==> src/rtl/xpose_addr_seq.sv <==
// Address sequencer for the matrix-transpose datapath: walks a rows x cols traversal,
// issuing one reset-select code per cycle plus ART/ARG/AWT/AWG increment strobes.
module xpose_addr_seq #(
  parameter int CW = 8
) (
  input  logic          clk,
  input  logic          rst_n,
  input  logic          start,
  input  logic          abort,
  input  logic [CW-1:0] rows,
  input  logic [CW-1:0] cols,
  input  logic          rd_ack,
  input  logic          wr_ack,
  output logic [2:0]    rst_sel,
  output logic          inc_art,
  output logic          inc_arg,
  output logic          inc_awt,
  output logic          inc_awg,
  output logic          rd_req,
  output logic          wr_req,
  output logic          busy,
  output logic          done
);

  localparam logic [2:0] RS_NONE = 3'd0;
  localparam logic [2:0] RS_ART  = 3'd1;
  localparam logic [2:0] RS_AWG  = 3'd4;
  localparam logic [2:0] RS_MDAR = 3'd5;
  localparam logic [2:0] RS_ALL  = 3'd7;

  typedef enum logic [2:0] {
    S_IDLE, S_CLR, S_RD, S_WR, S_ADV, S_WRAP_R, S_WRAP_W, S_FIN
  } state_t;

  state_t        state_q, state_d;
  logic [CW-1:0] r_q, r_d;
  logic [CW-1:0] c_q, c_d;
  logic [CW-1:0] rows_q, rows_d;
  logic [CW-1:0] cols_q, cols_d;
  logic [CW-1:0] rows_last, cols_last;

  // Last-index values stay in CW bits so a dimension of 2^CW-1 compares correctly.
  assign rows_last = rows_q - CW'(1);
  assign cols_last = cols_q - CW'(1);
  assign busy      = (state_q != S_IDLE);

  always_ff @(posedge clk or negedge rst_n) begin
    if (!rst_n) begin
      state_q <= S_IDLE;
      r_q     <= '0;
      c_q     <= '0;
      rows_q  <= '0;
      cols_q  <= '0;
    end else begin
      state_q <= state_d;
      r_q     <= r_d;
      c_q     <= c_d;
      rows_q  <= rows_d;
      cols_q  <= cols_d;
    end
  end

  always_comb begin
    state_d = state_q;
    r_d     = r_q;
    c_d     = c_q;
    rows_d  = rows_q;
    cols_d  = cols_q;
    rst_sel = RS_NONE;
    inc_art = 1'b0;
    inc_arg = 1'b0;
    inc_awt = 1'b0;
    inc_awg = 1'b0;
    rd_req  = 1'b0;
    wr_req  = 1'b0;
    done    = 1'b0;

    case (state_q)
      S_IDLE: begin
        if (start && !abort) begin
          rows_d  = rows;
          cols_d  = cols;
          r_d     = '0;
          c_d     = '0;
          state_d = S_CLR;
        end
      end
      S_CLR: begin
        rst_sel = RS_ALL;
        state_d = (rows_q == '0 || cols_q == '0) ? S_FIN : S_RD;
      end
      S_RD: begin
        rd_req = 1'b1;
        if (rd_ack) state_d = S_WR;
      end
      S_WR: begin
        wr_req = 1'b1;
        if (wr_ack) state_d = S_ADV;
      end
      S_ADV: begin
        if (c_q < cols_last) begin
          inc_art = 1'b1;
          inc_awg = 1'b1;
          c_d     = c_q + CW'(1);
          state_d = S_RD;
        end else if (r_q < rows_last) begin
          state_d = S_WRAP_R;
        end else begin
          state_d = S_FIN;
        end
      end
      // Row end needs two resets; one code per cycle, so split across two states.
      S_WRAP_R: begin
        rst_sel = RS_ART;
        inc_arg = 1'b1;
        state_d = S_WRAP_W;
      end
      S_WRAP_W: begin
        rst_sel = RS_AWG;
        inc_awt = 1'b1;
        c_d     = '0;
        r_d     = r_q + CW'(1);
        state_d = S_RD;
      end
      S_FIN: begin
        rst_sel = RS_MDAR;
        done    = 1'b1;
        state_d = S_IDLE;
      end
      default: state_d = S_IDLE;
    endcase

    // Abort replaces this cycle's outputs with a full reset and wins over any ack.
    if (abort && state_q != S_IDLE) begin
      state_d = S_IDLE;
      r_d     = '0;
      c_d     = '0;
      rst_sel = RS_ALL;
      inc_art = 1'b0;
      inc_arg = 1'b0;
      inc_awt = 1'b0;
      inc_awg = 1'b0;
      rd_req  = 1'b0;
      wr_req  = 1'b0;
      done    = 1'b0;
    end
  end

endmodule

==> config.mk <==
export PLATFORM = sky130hd
export DESIGN_NAME = xpose_addr_seq
export DESIGN_NICKNAME = d
export VERILOG_FILES = /design/src/rtl/xpose_addr_seq.sv
export SDC_FILE = /design/constraint.sdc
export NUM_CORES = 1
export LEC_CHECK = 0
export CAP_MARGIN = 20
export CORE_UTILIZATION = 35
export CTS_CLUSTER_SIZE = 16
export DETAILED_ROUTE_END_ITERATION = 6
export GPL_ROUTABILITY_DRIVEN = 1
export MAX_ROUTING_LAYER = met4
export SLEW_MARGIN = 15
export SYNTH_ARGS = -nofsm -noshare
export SYNTH_HDL_FRONTEND = slang
export SYNTH_SLANG_ARGS = --single-unit
==> constraint.sdc <==
create_clock -name clk -period 5.7 [get_ports clk]
set_input_delay 1.14 -clock clk [delete_from_list [all_inputs] [get_ports clk]]
set_output_delay 1.14 -clock clk [all_outputs]
set_load 0.02 [all_outputs]
* Word level (Yosys, flattened, before mapping)
Cells that the tools add are included.
Storage, ports and cells: bits in registers 35, input port bits 22, output and inout bits 11
Cells by class: add/sub/neg operators 4, order comparisons 2, equal/unequal tests 11, mux-type cells 29, reductions and logical operators 14
Operators by type and width (count):
- two-way mux 8 bit | 4
- one-hot mux 3 bit (8 select lines) | 1
- one-hot mux 8 bit (3 select lines) | 1
- two-way mux 3 bit | 7
- adder 8 x 1 -> 8 bit (second input constant) | 2
- logical NOT 8 bit | 2
- < comparator 8 bit | 2
- one-hot mux 8 bit (2 select lines) | 1
- subtractor 8 x 1 -> 8 bit (second input constant) | 2
- two-way mux 1 bit | 13
- equality test 3 bit (second input constant) | 4
- != test 3 bit (second input constant) | 4
- one-hot mux 3 bit (4 select lines) | 1
- equality test 3 x 2 -> 1 bit (second input constant) | 2
- AND reduction 3 bit | 2
- nonzero test 3 bit | 2
- AND reduction 2 bit | 2
- nonzero test 4 bit | 1
- equality test 3 x 1 -> 1 bit (second input constant) | 1
- logical NOT 3 bit | 1
- logical AND 1 bit | 2
- two-way mux 2 bit | 1
- logical NOT 1 bit | 1
- logical OR 1 bit | 1

* Longest topological paths before layout
depth after elaboration 6, mapped depth 12, gate-level depth less buffers 11

* Worst setup path after synthesis
Ideal clock, no wire load.
path type flip-flop to output port, start point reg cols_q[0], end point out inc_awg, arrival 2647 ps, data required time 4560 ps, setup slack 1913 ps, stages on the path, launching flop included 13, path buffers 2, cell sequence dfrtp_1 inv_1 ha_1 nand2b_1 nor4_1 xnor2_1 ha_1 nand2_1 a2111oi_1 a2111o_1 buf_6 nor2_1 buf_4
Between the ends: cells in the longest elaborated chain, start to end 5
RTL lines:
- from (decl) | RTL line 39 | logic [CW-1:0] cols_q, cols_d;
- from (signal assigned) | RTL line 59 | cols_q <= cols_d;
- subtractor 8 x 1 -> 8 bit | RTL line 44 | assign cols_last = cols_q - CW'(1);
- < comparator 8 bit | RTL line 101 | if (c_q < cols_last) begin
- two-way mux 1 bit (3 in a row)
- to (decl) | RTL line 18 | output logic inc_awg,
No other way between the ends.

* Worst setup path in the final report
start point reg cols_q[0], end point out inc_awg
Between the ends: cells in the longest elaborated chain, start to end 5
RTL lines:
- subtractor 8 x 1 -> 8 bit | RTL line 44
- < comparator 8 bit | RTL line 101
- two-way mux 1 bit | RTL line 101
- two-way mux 1 bit | RTL line 78 | case (state_q)
- two-way mux 1 bit | RTL line 134 | if (abort && state_q != S_IDLE) begin
No other way between the ends.

==> out/results.ini <==
[global_route]
grt_util_all_layers_pct=16.2
grt_max_degree=36
antenna_found_initial=0
grt_pass1_wl_microns=8830
grt_pass1_vias=1864
grt_overflow=0

[critical_path]
reg2reg_depth=9
crit_fanout=16
worstPathArrival_ns=3.37
crit_required_ns=4.56
path_class=flop to primary output
crit_path_end_kind=primary output
worstSetupStartpointType=flop
rr_endpoint=state_q[0]
r2r_start=cols_q[6]
r2r_slack_ns=2.74

[cts]
clk_pin_slew_ns=0.08
cts_resized=0
clock_latency_ns=0.29
clock_sinks=35
clk_path_buf_depth=2
post_cts_buffers=0
cts_tree=yes
root_buffer=clkbuf_8
holdBufCountCts=0
cts.htree.levels=2
cts_buffers=5

[power_and_ir_drop]
leakage_nw=1.22
ir_drop_mv=0.154
power.density_nw_per_um2=288

[placement]
numPortBuffers=32
gp_congestion=0.817
dp_hpwl_microns=3640
place_inst=353
place_area_sq_um=2730

[routing]
drtAntennaViolNets=0
viasPerCell=5.37
initialDrtViolationCount=126
num_vias=1937
post_drt_wl_per_cell_microns=13.8
totalWireLength_microns=5000
drc=4
drt_pass1_iterations=6

[layout]
layout_commonest_cell=dfrtp_1
drive_gt1_share_pct=10.6
fin_cells=361
fillers=623
fin_nets=325
mostFrequentLayoutCells=35 x dfrtp_1, 32 x clkdlybuf4s50_1, 24 x nor2_1
diodes=0
final_area_sq_um=2830
syn_to_final_growth_pct=20.3

[sta]
fin_crit_ns=4.51
whs_ns=0.510
tightest_slew_ns=0.817
slew_viol_final=0
rsz0062_at_grt=no
setup-violations-final=0
slew_headroom_pct=45.4
max_freq_mhz=222
fin_crit_sh_pct=79.1
final_hold_viol_count=0
fin_worst_skew_ns=0.00772
setup_tns_ns=0

[floorplan]
start_util_pct=36.6
ioPinCount=33
core_sq_um=6420
fp.dieW_microns=84
fp.dieH_microns=84
die_area_sq_um=7060
rows=29

[hold_path]
min_from=r_q[7]
hp-class=flop to flop
holdPathStages=1
holdPathEnd=r_q[7]

[yosys]
yosysWarnings=0
synthArstFlopShare_pct=100
synth_cells=252
synth_fp_nets=294
synth-edff-count=0
synth-seq-cells=35
synth-seq-area-share_pct=37.2
yosys.area.top_type=dfrtp_1
synth-main-ff-cell=dfrtp_1
synth.distinct_cells=46
synth_area_leaders=dfrtp_1 37%, ha_1 11%, mux2_2 8.1%
yosysTopAreaCellShare_pct=37.2
avgSynthCellArea_sq_um=9.34
syn_area_sq_um=2350

[run_status]
violations=design-rule violations
status=complete, but fails checks

[flow_run]
cap_violations=0

## synth_stat cells (3+ instances only)
master / n
mux2_2: 17
inv_1: 8
o31ai_1: 3
nor4_1: 3
nor2_1: 24
xor2_1: 5
clkbuf_1: 5
ha_1: 20
o211ai_1: 4
nor2b_1: 5
xnor2_1: 7
nand3_1: 15
nor3_1: 8
dfrtp_1: 35
o21ai_0: 18
nand2_1: 23
or3_1: 5
a21oi_1: 5
and3_1: 7
or4_1: 3
## layer usage
layer  wire length, microns  GRT usage (%)
met4                     70           5.17
met3                    225           3.46
met5                      0              -
met1                   2580           21.9
met2                   2120           24.0
## where the power goes
part / internal [mW] / leakage, nW / switching (mW) / total [mW]
registers: 0.289 / 0.451 / 0.0561 / 0.345
logic: 0.139 / 0.719 / 0.129 / 0.267
clock network: 0.110 / 0.0515 / 0.0932 / 0.204
total: 0.538 / 1.22 / 0.278 / 0.816
## cells by family after synthesis
family,Yosys count,share of synthesized area [%]
AND/OR/NAND/NOR,100,21.2
adder cells (fa/ha/maj),20,10.6
multiplexers,18,8.56
buffers and inverters,17,3.30
XOR/XNOR,12,4.47
flip-flops,35,37.2
AO/OA/AOI/OAI,50,14.7
## critical path, stage by stage, from the launching register on
cell             delay [ns]
dfrtp_1                0.41
inv_1                  0.09
ha_1                   0.19
nand2b_1               0.08
nor4_1                 0.23
xnor2_1                0.18
ha_1                   0.26
nand2_1                0.08
a2111oi_1              0.06
a2111o_1               0.59
nor2_1                 0.27
clkdlybuf4s50_1        0.64
## per-stage QoR
| step | util (%) | setup WS, ns | total power [mW] |
|---|---|---|---|
| after floorplan | - | 1.91 | 0.535 |
| after global placement | 42.5 | 1.48 | 0.611 |
| after detailed placement | 42.5 | 1.43 | 0.620 |
| after CTS | 44.1 | 1.16 | 0.826 |
| after global routing | 44.1 | 0.917 | 0.876 |
| final | 44.1 | 1.19 | 0.816 |
## layout make-up
| type | count | area (sq um) | share of cell area [%] |
|---|---|---|---|
| clock buffers | 8 | 100 | 3.54 |
| inverters | 8 | 30.0 | 1.06 |
| multi-input cells | 200 | 1400 | 49.5 |
| flip-flops and latches | 35 | 876 | 30.9 |
| well taps | 77 | 96.3 | 3.40 |
| repair buffers | 33 | 328 | 11.6 |
## worst max-delay path by stage
| stage | slack [ns] | endpoint | startpoint |
|---|---|---|---|
| CTS | 1.16 | inc_awg | cols_q[0] |
| detailed placement | 1.43 | inc_awt | abort |
| finish | 1.19 | inc_awg | cols_q[0] |
| global route | 0.92 | inc_awg | cols_q[0] |
| floorplan | 1.91 | inc_awg | cols_q[0] |
| global placement | 1.48 | inc_awt | abort |
## state kept, by name (all words and copies together) (netlist names)
signal   cells
c_q          8
cols_q       8
r_q          8
rows_q       8
state_q      3
(Power assumes the default switching activity.)
